`config.mk`:
```
export PLATFORM = sky130hd
export DESIGN_NAME = seq_divider_flat
export DESIGN_NICKNAME = d
export VERILOG_FILES = /design/src/rtl/seq_div_pkg.sv /design/src/rtl/seq_divider_if.sv /design/src/rtl/seq_divider_div_step.sv /design/src/rtl/seq_divider.sv /design/src/flat_wrapper.sv
export SDC_FILE = /design/constraint.sdc
export NUM_CORES = 1
export LEC_CHECK = 0
export CORE_UTILIZATION = 25
export CTS_BUF_LIST = sky130_fd_sc_hd__clkbuf_8
export CTS_CLUSTER_DIAMETER = 200
export DETAILED_ROUTE_END_ITERATION = 10
export PLACE_DENSITY_LB_ADDON = 0.08
export RECOVER_POWER = 100
export SETUP_SLACK_MARGIN = 0.3
export SLEW_MARGIN = 10
export SYNTH_ARGS = -nofsm -noshare
export SYNTH_HDL_FRONTEND = slang
export SYNTH_SLANG_ARGS = --single-unit
export TNS_END_PERCENT = 20
```
`constraint.sdc`:
```
create_clock -name clk -period 2.2 [get_ports clk]
set_input_delay 0.33 -clock clk [delete_from_list [all_inputs] [get_ports clk]]
set_output_delay 0.33 -clock clk [all_outputs]
set_load 0.02 [all_outputs]
```
`src/rtl/seq_div_pkg.sv`:
```
// Shared types and constants for the sequential restoring divider.
package seq_div_pkg;

    localparam int unsigned DIV_N = 8;

    typedef enum logic [1:0] {
        IDLE,
        RUN,
        DONE
    } state_e;

endpackage

```
`src/rtl/seq_divider_if.sv`:
```
// Request/result bundle for seq_divider; master drives operands, slave returns results.
interface seq_divider_if
    import seq_div_pkg::*;
#(
    parameter int unsigned n = DIV_N
);
    logic           start;
    logic [2*n-1:0] dividend;
    logic [n-1:0]   divisor;
    logic           busy;
    logic           done;
    logic [n-1:0]   quotient;
    logic [n-1:0]   remainder;
    logic           dbz;
    logic           ovf;

    modport master (
        output start, dividend, divisor,
        input  busy, done, quotient, remainder, dbz, ovf
    );

    modport slave (
        input  start, dividend, divisor,
        output busy, done, quotient, remainder, dbz, ovf
    );

endinterface

```
`src/rtl/seq_divider_div_step.sv`:
```
// One restoring shift-subtract step: shifts the next dividend bit into the partial remainder
// and subtracts the divisor when it fits.
module div_step
    import seq_div_pkg::*;
#(
    parameter int unsigned n = DIV_N
) (
    input  logic [n-1:0] pr_i,
    input  logic         bit_i,
    input  logic [n-1:0] divisor_i,
    output logic [n-1:0] pr_o,
    output logic         q_o
);

    // n+1 bits so the shifted-out MSB of the remainder takes part in the compare.
    logic [n:0] trial;

    always_comb begin
        trial = {pr_i, bit_i};
        q_o   = (trial >= {1'b0, divisor_i});
        pr_o  = q_o ? n'(trial - {1'b0, divisor_i}) : trial[n-1:0];
    end

endmodule

```
`src/rtl/seq_divider.sv`:
```
// Sequential restoring divider: 2n-bit dividend by n-bit divisor, one quotient bit per cycle.
// Define SEQ_DIV_OVF_CHECK_EN to flag and short-circuit quotient overflow.
module seq_divider
    import seq_div_pkg::*;
#(
    parameter int unsigned n = DIV_N
) (
    input logic          clk,
    input logic          rst_n,
    seq_divider_if.slave bus
);

    localparam int unsigned CW = $clog2(n) + 1;

    state_e        state_q, state_d;
    logic [CW-1:0] cnt_q, cnt_d;
    logic [n-1:0]  pr_q, pr_d;
    logic [n-1:0]  lo_q, lo_d;
    logic [n-1:0]  qacc_q, qacc_d;
    logic [n-1:0]  dvs_q, dvs_d;
    logic [n-1:0]  quo_q, quo_d;
    logic [n-1:0]  rem_q, rem_d;
    logic          dbz_q, dbz_d;
    logic          ovf_q, ovf_d;

    logic [n-1:0]  step_pr;
    logic          step_q;
    logic          ovf_hit;

    div_step #(.n(n)) u_step (
        .pr_i      (pr_q),
        .bit_i     (lo_q[n-1]),
        .divisor_i (dvs_q),
        .pr_o      (step_pr),
        .q_o       (step_q)
    );

`ifdef SEQ_DIV_OVF_CHECK_EN
    assign ovf_hit = (bus.dividend[2*n-1:n] >= bus.divisor);
`else
    assign ovf_hit = 1'b0;
`endif

    always_comb begin
        state_d = state_q;
        cnt_d   = cnt_q;
        pr_d    = pr_q;
        lo_d    = lo_q;
        qacc_d  = qacc_q;
        dvs_d   = dvs_q;
        quo_d   = quo_q;
        rem_d   = rem_q;
        dbz_d   = dbz_q;
        ovf_d   = ovf_q;

        unique case (state_q)
            IDLE, DONE: begin
                state_d = IDLE;
                if (bus.start) begin
                    cnt_d  = CW'(n);
                    dvs_d  = bus.divisor;
                    pr_d   = bus.dividend[2*n-1:n];
                    lo_d   = bus.dividend[n-1:0];
                    qacc_d = '0;
                    dbz_d  = 1'b0;
                    ovf_d  = 1'b0;
                    if (bus.divisor == '0) begin
                        state_d = DONE;
                        dbz_d   = 1'b1;
                        quo_d   = '1;
                        rem_d   = bus.dividend[n-1:0];
                    end else if (ovf_hit) begin
                        state_d = DONE;
                        ovf_d   = 1'b1;
                        quo_d   = '1;
                        rem_d   = '0;
                    end else begin
                        state_d = RUN;
                    end
                end
            end
            RUN: begin
                cnt_d  = cnt_q - CW'(1);
                pr_d   = step_pr;
                lo_d   = lo_q << 1;
                qacc_d = (qacc_q << 1) | n'(step_q);
                if (cnt_q == CW'(1)) begin
                    quo_d   = qacc_d;
                    rem_d   = step_pr;
                    state_d = DONE;
                end
            end
            default: state_d = IDLE;
        endcase
    end

    always_ff @(posedge clk or negedge rst_n) begin
        if (!rst_n) begin
            state_q <= IDLE;
            cnt_q   <= '0;
            pr_q    <= '0;
            lo_q    <= '0;
            qacc_q  <= '0;
            dvs_q   <= '0;
            quo_q   <= '0;
            rem_q   <= '0;
            dbz_q   <= 1'b0;
            ovf_q   <= 1'b0;
        end else begin
            state_q <= state_d;
            cnt_q   <= cnt_d;
            pr_q    <= pr_d;
            lo_q    <= lo_d;
            qacc_q  <= qacc_d;
            dvs_q   <= dvs_d;
            quo_q   <= quo_d;
            rem_q   <= rem_d;
            dbz_q   <= dbz_d;
            ovf_q   <= ovf_d;
        end
    end

    assign bus.busy      = (state_q == RUN);
    assign bus.done      = (state_q == DONE);
    assign bus.quotient  = quo_q;
    assign bus.remainder = rem_q;
    assign bus.dbz       = dbz_q;
    assign bus.ovf       = ovf_q;

endmodule

```
`src/flat_wrapper.sv`:
```
// flat-port wrapper written by rule: the top's interface ports become plain ports
module seq_divider_flat import seq_div_pkg::*;
#(
    parameter int unsigned n = DIV_N
)
  (clk, rst_n, bus_start, bus_dividend, bus_divisor, bus_busy, bus_done, bus_quotient, bus_remainder, bus_dbz, bus_ovf);
  seq_divider_if #(.n(n)) bus_i ();
  input logic clk;
  input logic rst_n;
  input wire logic [$bits(bus_i.start)-1:0] bus_start;
  input wire logic [$bits(bus_i.dividend)-1:0] bus_dividend;
  input wire logic [$bits(bus_i.divisor)-1:0] bus_divisor;
  output wire logic [$bits(bus_i.busy)-1:0] bus_busy;
  output wire logic [$bits(bus_i.done)-1:0] bus_done;
  output wire logic [$bits(bus_i.quotient)-1:0] bus_quotient;
  output wire logic [$bits(bus_i.remainder)-1:0] bus_remainder;
  output wire logic [$bits(bus_i.dbz)-1:0] bus_dbz;
  output wire logic [$bits(bus_i.ovf)-1:0] bus_ovf;
  assign bus_i.start = bus_start;
  assign bus_i.dividend = bus_dividend;
  assign bus_i.divisor = bus_divisor;
  assign bus_busy = bus_i.busy;
  assign bus_done = bus_i.done;
  assign bus_quotient = bus_i.quotient;
  assign bus_remainder = bus_i.remainder;
  assign bus_dbz = bus_i.dbz;
  assign bus_ovf = bus_i.ovf;
  seq_divider #(.n(n)) u_core (.clk(clk), .rst_n(rst_n), .bus(bus_i));
endmodule
```
# Yosys cells after proc, flatten, opt, wreduce, memory -nomap -nowiden
# Index checks and enable logic that the tools add are counted.
# word_totals
ff_bits	54
out_inout_bits	20
# op_classes
order_cmp	1
eq_ne	6
n_addsub	2
bitwise	1
reduce_logical	7
muxes	22
# ops
op	count
$mux W8	9
$pmux W8 S2	4
$pmux W7 S2	1
$ge A9 B8 Y1	1
$logic_not A8 Y1	1
$or A8 B1 Y8	1
$pmux W4 S2	1
$sub A8 B8 Y8	1
$mux W7	1
$mux W2	3
$eq A4 B1 Y1 const B	1
$mux W4	1
$ne A2 B1 Y1 const B	2
$pmux W2 S2	1
$reduce_and A2 Y1	2
$reduce_and A4 Y1	1
$sub A4 B1 Y4 const B	1
$eq A2 B1 Y1 const B	1
$eq A2 B2 Y1 const B	1
$logic_not A2 Y1	1
$ne A2 B2 Y1 const B	1
$reduce_bool A2 Y1	1
$reduce_or A2 Y1	1
$mux W1	1

# Depth between registers and ports, before layout
# Gate-level depths: netlist of run 1.
# depth
depth_word	4
mapped_depth	10
ltp_nobuf	9

# Modules after synthesis
# From an unflattened synthesis of run 1, not the netlist that was laid out.
# unflattened
hier_cells	289
hier_area_um2	2800.2
# modules_own_cells
module	seq_area_each_um2	area_each_um2	n_inst	cells_per_inst
seq_divider	1351.3	2260.9	1	223
div_step	0.0	539.3	1	66

# Least setup slack after synthesis of run 1
# OpenSTA, ideal clock, no wires.
# synth_path
path_kind	reg2reg
startpoint	register u_core.lo_q[7]
endpoint	register u_core.rem_q[6] (netlist: u_core.bus.remainder[6])
stages_incl_launch_ff	10
required_time_ns	2.123
arrival_ns	1.935
n_path_buf	0
setup_slack_ns	0.188
cell_sequence	dfrtp_1 inv_1 ha_1 fa_1 nor2b_1 o221ai_1 a21boi_0 nor3_1 o31a_1 a21oi_1
# synth_via
elab_chain_cells	4
word_cells_on_any_way	5
classes_between	add/sub (1); order compare (1); mux (3)
# synth_rtl
element	line_no	text
start, declared	seq_divider.sv:18	logic [n-1:0] lo_q, lo_d;
start signal, assigned	seq_divider.sv:113	lo_q <= lo_d;
$sub A8 B8 Y8 or $ge A9 B8 Y1 (tied branches)	seq_divider_div_step.sv:21, seq_divider_div_step.sv:20	
$mux W8 (*)	seq_divider_div_step.sv:21	pr_o = q_o ? n'(trial - {1'b0, divisor_i}) : trial[n-1:0];
$mux W8 (*)	seq_divider.sv:87	if (cnt_q == CW'(1)) begin
$pmux W8 S2 (*)	seq_divider.sv:56	unique case (state_q)
end signal, assigned	seq_divider.sv:117	rem_q <= rem_d;
end, declared	seq_divider.sv:22	logic [n-1:0] rem_q, rem_d;
# Every way passes the cells marked *; elsewhere a longest branch is shown, timed or not. The select of a mux whose other input is x is not followed.
# A chain may end at the register's enable or synchronous reset.

# Final worst setup path of run 1
# layout_path
startpoint	register u_core.state_q[0]
endpoint	output bus_busy
# layout_via
elab_chain_cells	1
# layout_rtl
element	line_no	text
start, declared	seq_divider.sv:15	state_e state_q, state_d;
start signal, assigned	seq_divider.sv:110	state_q <= state_d;
$eq A2 B1 Y1	seq_divider.sv:123	assign bus.busy = (state_q == RUN);
end, declared	flat_wrapper.sv:13	output wire logic [$bits(bus_i.busy)-1:0] bus_busy;
# Every way passes these cells.

==> results by stage, run 1 <==
Place:
- The number of placed instances, taps included, is 499.
- The final RePlAce weighted congestion is 0.759.
- During placement, the flow inserted port buffers numbering 45.
- Once detailed placement completed, the half-perimeter wirelength came to 5720 um.

Floorplan:
- In this run the count of I/O pins placed on the die edge is 47.
- The y dimension of the die is 107 um.
- The floorplan step set the die width to 107 um.
- The number of rows in the core area is 37.
- The area of the die is 11400 um2.
- For this configuration, the core starts out at a cell density of 26.2%.
- The area of the core is 10500 um2.

Clock tree:
- The later-pin clock latency in the skew report is 310 ps.
- Clock tree synthesis found a total of 54 sinks.
- The CTS tree is yes.
- After clock tree synthesis, the clock-pin slew on the worst setup and hold paths is 110 ps.
- The number of buffers created by CTS is 5.
- After clock tree synthesis, the flow added hold-fix buffers numbering 0.
- The clock passes through at most 2 buffers.
- The cell at the root of the clock tree is sky130_fd_sc_hd__clkbuf_8.
- The number of levels the H-tree was split into is 2.

Critical path:
- The critical path data required time is 1870 ps.
- The worst register-to-register path has a depth of 7.
- The maximum fanout encountered on the critical timing path is 4.
- The signal arrival time at the worst endpoint is 1670 ps.
- In this run the critical register-to-register path is launched from u_core.pr_q[5].
- The nature of the critical path startpoint is a register.
- The kind of capture point of the worst setup path is an output pin.
- For flop-to-flop paths, the worst setup slack is 210 ps.
- The setup path with the least slack is of type register to output pin.
- The terminus of the critical flop-to-flop path is u_core.bus.remainder[4].

Logic synthesis:
- In the synthesized netlist, the number of instances is 313.
- After synthesis the netlist holds a flip-flop and latch count of 54.
- The mean area per synthesized cell is 8.80 um2.
- The post-synthesis instance area is 2760 um2.
- The part of the Yosys area used for sequential elements is 49.0%.
- The count of unique library cells instantiated by Yosys is 45.
- The total nets after synthesis is 351.
- The number of warnings reported in the yosys synthesis log is 0.

Timing:
- Measured against its own limit, the worst slew margin works out to 5.53%.
- The final hold violation count is 0.
- For the finished layout, the period the worst path requires is 2000 ps.
- The number of setup violations in the final report is 0.
- Setup repair after global routing could not meet its margin everywhere.
- The number of max-slew violations in the final report came to 0.
- The achievable frequency is 0.499 GHz.
- The transition at the pin with the smallest max-transition slack is 1420 ps.
- Clock skew on the completed layout was measured at 6.25 ps.
- Dividing the final minimum period by the clock period gives 91.1%.
- The accumulated negative setup slack is 0 ps.

Run status:
- The flow ran to the end, and the final reports show no timing, DRC or antenna violations.

Global routing:
- The first-pass GRT wire length is 13300 um.
- The number of global-route vias before repair is 2515.
- The total overflow left after global routing is 0.
- The pin count of the biggest net entering global routing is 41.
- The number of antenna violations at the first check in global routing is 0.
- The overall global routing resource usage is 15.1%.

Run:
- The number of violations of the max-capacitance limit is 0.

Detailed routing:
- The number of nets with antenna violations after routing is 0.
- The total iterations of the first detailed-routing run is 4.
- The count of routing violations after the opening detailed-route iteration is 73.
- After detailed routing, the number of remaining DRC violations is 0.
- The routed wire length is 7980 um.
- Using the TritonRoute via totals, the vias-per-cell ratio works out to 4.67.
- In the final routed layout, each cell accounts on average for 15.4 um.
- The routed layout has 2418 vias.

Pwr:
- Dividing total power by cell area gives a power density of 1720 nW/um2.
- The sum of internal, switching and leakage power is 6580 uW.
- The cell leakage power is 0.00159 uW.
- The worst-case IR drop observed on VDD is 603 uV.

Layout:
- The finished layout holds 518 standard cells, fillers aside.
- The total area of multi-input combinational cells is 1430 um2.
- The layout-stage area growth over the synthesis result is 38.4%.
- The count of inserted antenna diode cells is 0.
- The post-route netlist has 17.8% of its cells at a drive strength greater than 1.
- The net total in the final layout is 419.
- The sequential standard cell area is 1350 um2.
- The filler cells instantiated in the layout total 1106.
- The final core utilization is 36.3%.

Hold path:
- The worst hold-check path type is primary input to asynchronous set/reset pin.
## flip-flops by register name (all words and copies together), names as in the netlist, 2 cells and up
register	cells
u_core.lo_q	8
u_core.qacc_q	7
u_core.state_q	2
u_core.cnt_q	4
u_core.pr_q	8
u_core.bus.quotient	8
u_core.dvs_q	8
u_core.bus.remainder	8
## where the power goes
| group | leakage, uW | switching, uW | internal, uW |
|---|---|---|---|
| Clock | 0.0000544 | 353 | 290 |
| Sequential | 0.000633 | 286 | 1440 |
| Combinational | 0.000907 | 2240 | 1960 |
| Total | 0.00159 | 2880 | 3690 |
## layout by cell type, fill, tap and decap left out, types with 3 or more instances in the layout
master	count
sky130_fd_sc_hd__o21ai_0	20
sky130_fd_sc_hd__inv_2	3
sky130_fd_sc_hd__nor2_1	23
sky130_fd_sc_hd__inv_1	13
sky130_fd_sc_hd__clkdlybuf4s50_1	25
sky130_fd_sc_hd__nand2b_1	3
sky130_fd_sc_hd__dlygate4sd3_1	19
sky130_fd_sc_hd__ha_1	3
sky130_fd_sc_hd__and3_1	5
sky130_fd_sc_hd__buf_4	28
sky130_fd_sc_hd__dfrtp_1	54
sky130_fd_sc_hd__nand3_1	11
sky130_fd_sc_hd__a21oi_1	26
sky130_fd_sc_hd__xnor2_1	3
sky130_fd_sc_hd__a22oi_1	7
sky130_fd_sc_hd__clkbuf_1	4
sky130_fd_sc_hd__ha_4	7
sky130_fd_sc_hd__o22ai_1	3
sky130_fd_sc_hd__clkbuf_8	7
sky130_fd_sc_hd__nand2_1	67
sky130_fd_sc_hd__o211ai_1	4
## cells in the mapped netlist, drive strengths merged
master  number  area share (%)
o31ai        1            0.77
o22a         1            0.32
o21ai       22             4.0
nor2        24             3.4
nor3         2            0.36
a21oi       30             5.4
and2         2            0.55
nor3b        1            0.27
o221a        1            0.41
nand2b       3            0.68
nor4         2            0.45
o31a         1            0.32
buf          5             1.5
clkbuf      12             1.6
nor2b        4            0.91
conb         1            0.14
o21bai       1            0.41
o21a         1            0.27
a21boi       1            0.27
a22oi        7             1.9
dfrtp       54              49
o211ai       4             1.1
nand2       68             9.3
mux2i        3             1.1
o22ai        4            0.91
o32a         1            0.36
fa           1            0.73
or2          1            0.23
ha          10             4.5
a211oi       2            0.54
xnor2        3            0.95
clkinv       1            0.14
a31oi        2            0.45
nand4        1            0.23
and3         5             1.1
a22o         1            0.32
o221ai       1            0.32
nand3       13             2.5
inv         16             2.2
## worst max-delay path, stage by stage, from the launching register on
cell and delay (ps):
sky130_fd_sc_hd__dfrtp_1 430, sky130_fd_sc_hd__nand2b_1 120, sky130_fd_sc_hd__clkinv_1 140, sky130_fd_sc_hd__dlygate4sd3_1 680
## cell type report
class                   instances  share of cell area, %
clock buffers                   7                   2.53
clock inverters                 1                  0.230
inverters                      17                   1.67
multi-input cells             225                   37.5
flip-flops and latches         54                   35.4
well taps                     136                   4.46
repair buffers                 78                   18.1
## through the flow
step	hold WS [ps]	instance area, um2	setup WS [ps]
floorplan	34.4	2830	282
global placement	371	3550	46.5
detailed placement	366	3550	64.6
CTS	22.5	3830	204
global route	455	3810	80.7
finish	329	3810	196
## worst max path at each step
stage | start | end | slack (ps) | cells after the start
5_1_grt | bus_divisor[7] | u_core.bus.quotient[3] | 80 | 8
4_1_cts | u_core.dvs_q[0] | u_core.pr_q[6] | 200 | 9
3_3_place_gp | bus_divisor[7] | u_core.bus.remainder[4] | 50 | 7
2_1_floorplan | u_core.lo_q[7] | u_core.bus.remainder[6] | 280 | 9
3_5_place_dp | bus_divisor[7] | u_core.bus.remainder[4] | 60 | 7
6_report | u_core.state_q[0] | bus_busy | 200 | 3
## metal layers
metal  share of wire, %  track usage (%)  routed length (um)
met3                3.0             2.37                 243
met5                  0                0                   0
met4               0.92             3.52                  73
met1                 51             21.8                4100
met2                 45             23.7                3560
## cells by family after synthesis
kind of cell | after synthesis | synth area share [%]
and+or+nand+nor | 126 | 20.0
muxes | 3 | 1.09
AOI/OAI and AO/OA | 81 | 18.1
adders and majority gates | 11 | 5.27
buffers and inverters | 34 | 5.40
other | 1 | 0.136
DFF | 54 | 49.0
xor gates and xnor gates | 3 | 0.954
## timing repair
item | 4_1_cts | 5_1_grt
buffers inserted | 10 | 1
pin swaps | 14 | 5
resized for setup | 19 | 4
endpoints found under the hold margin | 0 | 0
endpoints found under the setup margin | 15 | 17
Power figures use the tool's default switching activity.
==> run 2: changes to the inputs <==
==> constraint.sdc (replaced) <==
create_clock -name clk -period 1.7 [get_ports clk]
set_input_delay 0.255 -clock clk [delete_from_list [all_inputs] [get_ports clk]]
set_output_delay 0.255 -clock clk [all_outputs]
set_load 0.02 [all_outputs]
==> run 2 against run 1 <==
Against the previous run:
- via count up 5.2%
- final cell count rose by 5.6%
- sequential share of layout area shrank 3.6 points
- design area is 11% higher
- utilization rose by 4.0 points
- critical path depth increased by 6
- worst hold slack improved by 130 ps
- sequential power grew 33%
- the run now ends with negative setup slack left
==> results by stage, run 2 (same netlist as run 1, synthesis figures left out) <==
Run status:
- The flow ran to the end, but the final reports show violations.
- The checks that failed: negative setup slack.

Timing:
- The final hold violation count was 0.
- The worst slew slack as a fraction of its limit is 47.2%.
- The number of max-slew violations in the final report is 0.
- The achievable frequency is 0.498 GHz.
- The transition at the pin with the smallest max-transition slack is 792 ps.
- The accumulated negative setup slack is -2540 ps.
- Between clock sinks in the finished design, the worst skew comes to 11.1 ps.
- The final critical-path setup slack is -309 ps.
- Setup repair after global routing could not meet its margin everywhere.
- The number of setup violations in the final report is 17.
- The minimum clock period is 2010 ps.
- After layout, the worst path uses 118% of the clock period.

Pwr:
- The net switching power is 4170 uW.
- The worst-case IR drop observed on VDD is 781 uV.
- The relative contribution of sequential cells to total power is 23.9%.
- In this run switching power makes up 43.5% of total power.
- Of the total power, combinational logic draws 66.0%.
- For this design the ratio of total power to cell area is 2260 nW/um2.
- The internal power summed over all cells is 5410 uW.
- The clock network is responsible for 10.0% of the overall power.
- The cell leakage power is 0.00181 uW.

Layout:
- The top cell types in the final layout, fill and taps aside, are 66 x sky130_fd_sc_hd__nand2_1, 54 x sky130_fd_sc_hd__dfrtp_1, 50 x sky130_fd_sc_hd__buf_4.
- The layout-stage area growth over the synthesis result is 53.8%.
- At the end of the flow, the number of nets in the layout was 448.
- The cell area after layout is 4240 um2.
- 0 antenna diodes ended up in the layout.
- The share of post-route cells with drive strength above 1 is 32.1%.
- Leaving out fill and tap cells, the most frequent cell in the layout is sky130_fd_sc_hd__nand2_1.

Critical path:
- In this run the critical register-to-register path is captured at u_core.pr_q[6].
- The kind of capture point of the worst setup path is a register.
- The largest individual stage delay along the critical path comes from the cell sky130_fd_sc_hd__dfrtp_1.
- In this run the worst path has a maximum fanout of 2.
- The critical path in this run is classified as register to register.
- The source of the worst register-to-register timing path is u_core.lo_q[7].
- The most critical setup path has its startpoint at u_core.lo_q[7].
- STA puts the critical path data required time at 1940 ps.
- The signal arrival time at the worst endpoint is 2250 ps.
- The internal reg-to-reg setup slack is -310 ps.
- The delay of the slowest cell on the worst path is 380 ps.
- Walking the worst path, the cells encountered are inv_2 > ha_4 > fa_2 > nor2b_4 > o221ai_2 > a21boi_2 > nor3_2 > o31a_1 > a21oi_1.
- The worst reg-to-reg path cell count is 9.
- STA classifies the critical path startpoint as a register.

Hold path:
- The worst-case hold path end point is u_core.dvs_q[6].
- The hold path startpoint is bus_divisor[6].
- Counting instances, the worst hold path has a depth of 4.
- The worst hold-check path type is primary input to register.

Global routing:
- The overall global routing resource usage is 15.3%.
- The number of antenna violations at the first check in global routing came to 0.
- The pin count of the biggest net entering global routing is 55.
- The number of global-route vias before repair came to 2487.
- The total overflow reported by the global router is 0.
- The first global-routing pass estimated 13300 um of wire.

Floorplan:
- The die is 107 um wide.
- The initial core utilization is 26.2%.
- The area of the die is 11400 um2.
- The number of rows in the core area is 37.
- The y dimension of the die is 107 um.
- 47 I/O pins were placed.
- The area of the core is 10500 um2.

Place:
- Once placement finished, the instance area stood at 3850 um2.
- During placement, the flow inserted port buffers numbering 45.
- The placed wire-length estimate is 6020 um.
- The final RePlAce weighted congestion is 0.749.

Detailed routing:
- The detailed-route vias per instance is 4.65.
- The routed wire length is 8250 um.
- The count of routing violations after the opening detailed-route iteration is 71.
- In the final routed layout, each cell accounts on average for 15.1 um.
- The total iterations of the first detailed-routing run is 4.
- The number of nets with antenna violations after routing is 0.
- The overall via count from detail_route is 2543.
- For this run, design rule violations remaining after detail routing come to 0.

Clock tree:
- The number of levels the H-tree was split into is 2.
- The clock net in this run drives a total of 54 sinks.
- Buffers inserted during clock tree synthesis total 5.
- Clock-pin slew was measured on the worst setup and hold paths at 110 ps.
- Clock latency on the worst-skew pair, taken at its later pin, is 320 ps.
- The cell at the root of the clock tree is sky130_fd_sc_hd__clkbuf_8.
- Counting along the longest clock path gives a buffer depth of 2.
- TritonCTS built the clock tree.

Run:
- Max-cap violations in this run came to 0.
-- run 2: worst max path at each step --
stage               slack (ps)  cells after the start                       to
detailed placement        -490                      7  u_core.bus.remainder[4]
global route              -400                     10  u_core.bus.remainder[4]
global placement          -450                      7  u_core.bus.remainder[4]
floorplan                 -210                      8  u_core.bus.remainder[4]
finish                    -310                      9           u_core.pr_q[6]
CTS                       -330                      9  u_core.bus.remainder[6]
-- run 2: layout make-up --
class	instances	area (um2)
flip-flops and latches	54	1350
repair buffers	107	897
well taps	136	170
clock inverters	2	38.8
fillers	1064	6270
multi-input cells	225	1630
clock buffers	6	82.6
inverters	17	63.8
-- run 2: critical path: cells and delay by family (launching register included) --
family                     cells  cell delay (ps)
AOI/OAI and AO/OA              4              770
and+or+nand+nor                2              190
DFF                            1              380
buffers and inverters          1               60
adders and majority gates      2              520
-- run 2: routing by layer --
| layer | vias to the layer above | part of all wire [%] | track usage [%] |
|---|---|---|---|
| met1 | 1232 | 51 | 22.6 |
| met5 | - | 0 | 0 |
| met3 | 2 | 3.4 | 2.49 |
| met4 | 0 | 0.42 | 3.23 |
| met2 | 47 | 45 | 23.4 |
| li1 | 1262 | - | - |
-- run 2: power by group through the flow --
stage               logic [uW]  registers [uW]  clock network [uW]
detailed placement        5400            2280                   0
finish                    6330            2300                 960
global route              6950            2360                1050
global placement          5370            2290                   0
CTS                       6000            2280                 988
floorplan                 3200            2400                   0
-- run 2: through the flow --
stage               util, %  std cells  setup WS [ps]  total power (uW)  hold slack, ps
global route           40.3        547           -395             10400             485
floorplan                 -        313           -210              5600           -40.6
global placement       36.6        532           -450              7660             288
detailed placement     36.6        532           -485              7680             281
finish                 40.3        547           -309              9590             455
CTS                    39.6        543           -326              9280             459
-- run 2: what timing repair did --
action,CTS,global route
gates resized for setup,78,25
hold buffers,1,0
setup endpoints to repair,56,41
hold endpoints to repair,54,0
pin swaps,29,9
buffers inserted,2,4
==> run 3: changes to the inputs <==
--- a/config.mk
+++ b/config.mk
@@ -5,10 +5,12 @@
 export SDC_FILE = /design/constraint.sdc
 export NUM_CORES = 1
 export LEC_CHECK = 0
+export CORE_MARGIN = 3
 export CORE_UTILIZATION = 25
 export CTS_BUF_LIST = sky130_fd_sc_hd__clkbuf_8
 export CTS_CLUSTER_DIAMETER = 200
 export DETAILED_ROUTE_END_ITERATION = 10
+export DONT_BUFFER_PORTS = 1
 export PLACE_DENSITY_LB_ADDON = 0.08
 export RECOVER_POWER = 100
 export SETUP_SLACK_MARGIN = 0.3
==> run 3 against run 2 <==
Against the previous run:
- the flow finishes with violations (negative hold slack, negative setup slack)
- combinational power fell by 7.7%
- global-route usage fell by 1.1 points
- clock power fell by 22%
- die area rose by 7.6%
- clock-buffer cell count fell by 1
- routed wire length rose by 2.9%
- register-to-register slack barely moved
- sequential cell count did not move
- clock skew fell by 4.9 ps
- worst setup slack got worse by 2.7 ps
- via count fell by 9.3%
- sequential share of layout area rose by 5.7 points
- highest routed layer unchanged
==> results by stage, run 3 (same netlist as run 1, synthesis figures left out) <==
Run status:
- The flow ran to the end, but the final reports show violations.
- The final reports fail on negative hold slack, negative setup slack.

Floorplan:
- The area of the die is 12300 um2.
- The count of pins on the block boundary is 47.
- The floorplan has 37 rows.
- The area of the core is 10500 um2.
- The die is 111 um tall.
- The horizontal die dimension is 111 um.
- The initial core utilization is 26.2%.

Pwr:
- The cell leakage power is 0.00156 uW.
- The total power divided by cell area is 2520 nW/um2.
- The maximum VDD drop is 772 uV.

Clock tree:
- The number of levels the H-tree was split into is 2.
- Counting every sink on the clock net gives 54.
- After clock tree synthesis, the clock-pin slew on the worst setup and hold paths is 110 ps.
- The later pin in the worst-skew pair is clocked with a latency of 310 ps.
- The root buffer cell chosen for the clock tree is sky130_fd_sc_hd__clkbuf_8.
- The number of buffers created by CTS is 5.
- The maximum count of clock buffers along a single path is 2.
- The CTS tree is yes.

Hold path:
- The worst hold-check path type is primary input to asynchronous set/reset pin.

Timing:
- The number of setup violations in the final report is 16.
- For the finished layout, the period the worst path requires is 2010 ps.
- The final critical-path setup slack is -312 ps.
- Derived from the worst setup path, the maximum achievable clock frequency is 0.497 GHz.
- The number of max-slew violations in the final report was 0.
- The period utilization is 118%.
- On the final layout, the worst hold slack is -378 ps.
- Setup repair after global routing could not meet its margin everywhere.
- The worst clock skew is 6.18 ps.
- The final hold violation count is 54.
- In the final timing run, aggregate negative setup slack is -2230 ps.

Layout:
- 0 antenna diodes ended up in the layout.
- Relative to the synthesized area, the layout overhead comes to 30.7%.
- The most common cell after layout, fill and taps aside is sky130_fd_sc_hd__nand2_1.
- Cells fill 34.3% of the core in the end.
- The cell area after layout is 3600 um2.
- Leaving out fill and tap cells, the most frequent cells in the layout are 66 x sky130_fd_sc_hd__nand2_1, 54 x sky130_fd_sc_hd__dfrtp_1, 43 x sky130_fd_sc_hd__buf_4.
- The net total in the final layout is 395.
- The share of post-route cells with drive strength above 1 is 30.4%.

Global routing:
- The number of global-route vias before repair came to 2404.
- Entering global routing, the biggest net connects 55 pins.
- The first global-routing pass estimated 14000 um of wire.
- The number of antenna violations at the first check in global routing is 0.
- Global routing consumed, over all layers together, 14.2% of the routing resources.
- After global routing the overflow that remains totals 0.

Critical path:
- The source of the worst register-to-register timing path is u_core.dvs_q[0].
- On the critical path, the stage with the largest delay is an instance of sky130_fd_sc_hd__dfrtp_1.
- The kind of critical path is register to register.
- The endpoint identified for the worst register-to-register timing path is u_core.bus.remainder[6].
- Walking the worst path, the cells encountered are ha_4 > fa_2 > nor2b_4 > o221ai_2 > a21boi_2 > buf_4 > o21a_1 > o31a_1 > a21oi_2.
- The worst setup path is captured at a register.
- The maximum fanout encountered on the critical timing path is 2.
- Across all register-to-register paths, the minimum setup slack is -310 ps.
- The signal arrival time at the worst endpoint is 2210 ps.
- The nature of the critical path startpoint is a register.
- Counting cells, the worst reg-to-reg path comes to 9.
- The delay of the slowest cell on the worst path is 430 ps.
- For the worst setup path, the data required time is 1900 ps.

Place:
- The final RePlAce weighted congestion is 0.754.
- Summing all placed instances gives a cell area of 3330 um2.
- Timing analysis after detailed placement gives a worst setup slack of -347 ps.
- The placed wire-length estimate is 6260 um.
- In this run the tool buffered the top-level ports with 0 buffer cells.

Detailed routing:
- The count of routing violations after the opening detailed-route iteration is 125.
- The post-detailed-route wirelength per cell is 17.2 um.
- The number of nets with antenna violations after routing is 0.
- For this run, design rule violations remaining after detail routing come to 0.
- The overall via count from detail_route is 2306.
- The total iterations of the first detailed-routing run is 6.
- The detailed-route vias per instance is 4.67.
- The routed wire length is 8480 um.

Run:
- Max-cap violations in this run came to 0.
[run 3: cell types whose count changed in the layout (fill, tap and decap cells not counted), sizes merged]
| cell | before | now |
|---|---|---|
| buf | 58 | 47 |
| clkbuf | 13 | 11 |
| clkdlybuf4s50 | 20 | 0 |
| dlygate4sd2 | 20 | 0 |
| clkinv | 0 | 3 |
| inv | 18 | 17 |
| dlygate4sd3 | 2 | 0 |
| bufinv | 1 | 0 |
| and2 | 2 | 3 |
[run 3: critical path: cells and delay by family (launching register included)]
family | cells | cell delay [ps]
flip-flops | 1 | 430
AO/OA/AOI/OAI | 5 | 640
buffers and inverters | 1 | 130
adder cells (fa/ha/maj) | 2 | 560
AND/OR/NAND/NOR | 1 | 140
[run 3: layout make-up]
cell class	instances	area [um2]
Clock inverter	3	17.5
Clock buffer	5	68.8
Inverter	17	65.1
Tap cell	136	170
Sequential cell	54	1350
Fill cell	1092	6910
Timing Repair Buffer	53	409
Multi-Input combinational cell	226	1520
[run 3: repair_timing]
action,CTS,global route
gates cloned,1,0
pin swaps,16,19
endpoints found under the setup margin,29,46
resized for setup,12,28
setup buffers,4,5
hold endpoints to repair,54,54
[run 3: power breakdown]
part	internal, uW	switching, uW
Combinational	2890	2940
Sequential	1860	607
Clock	287	462
Total	5040	4010
[run 3: routing by layer]
| metal | track usage [%] | share of wire [%] | up-vias |
|---|---|---|---|
| li1 | - | - | 1158 |
| met1 | 21.1 | 49 | 1095 |
| met2 | 20.7 | 44 | 49 |
| met3 | 3.77 | 6.2 | 4 |
| met4 | 2.96 | 0.77 | 0 |
| met5 | 0 | 0 | - |
[run 3: worst max-delay path by stage]
stage,slack [ps],endpoint,start
finish,-310,u_core.bus.remainder[6],u_core.dvs_q[0]
global route,-390,u_core.bus.remainder[6],u_core.dvs_q[0]
CTS,-290,u_core.pr_q[6],u_core.dvs_q[0]
detailed placement,-350,u_core.bus.remainder[6],u_core.lo_q[7]
global placement,-260,u_core.bus.remainder[6],u_core.lo_q[7]
floorplan,-210,u_core.bus.remainder[4],u_core.pr_q[4]
[run 3: per-stage QoR]
stage | instances | total power (uW)
after floorplan | 313 | 5600
after global placement | 476 | 7460
after detailed placement | 476 | 7440
after CTS | 489 | 8600
after global routing | 494 | 9940
final | 494 | 9060
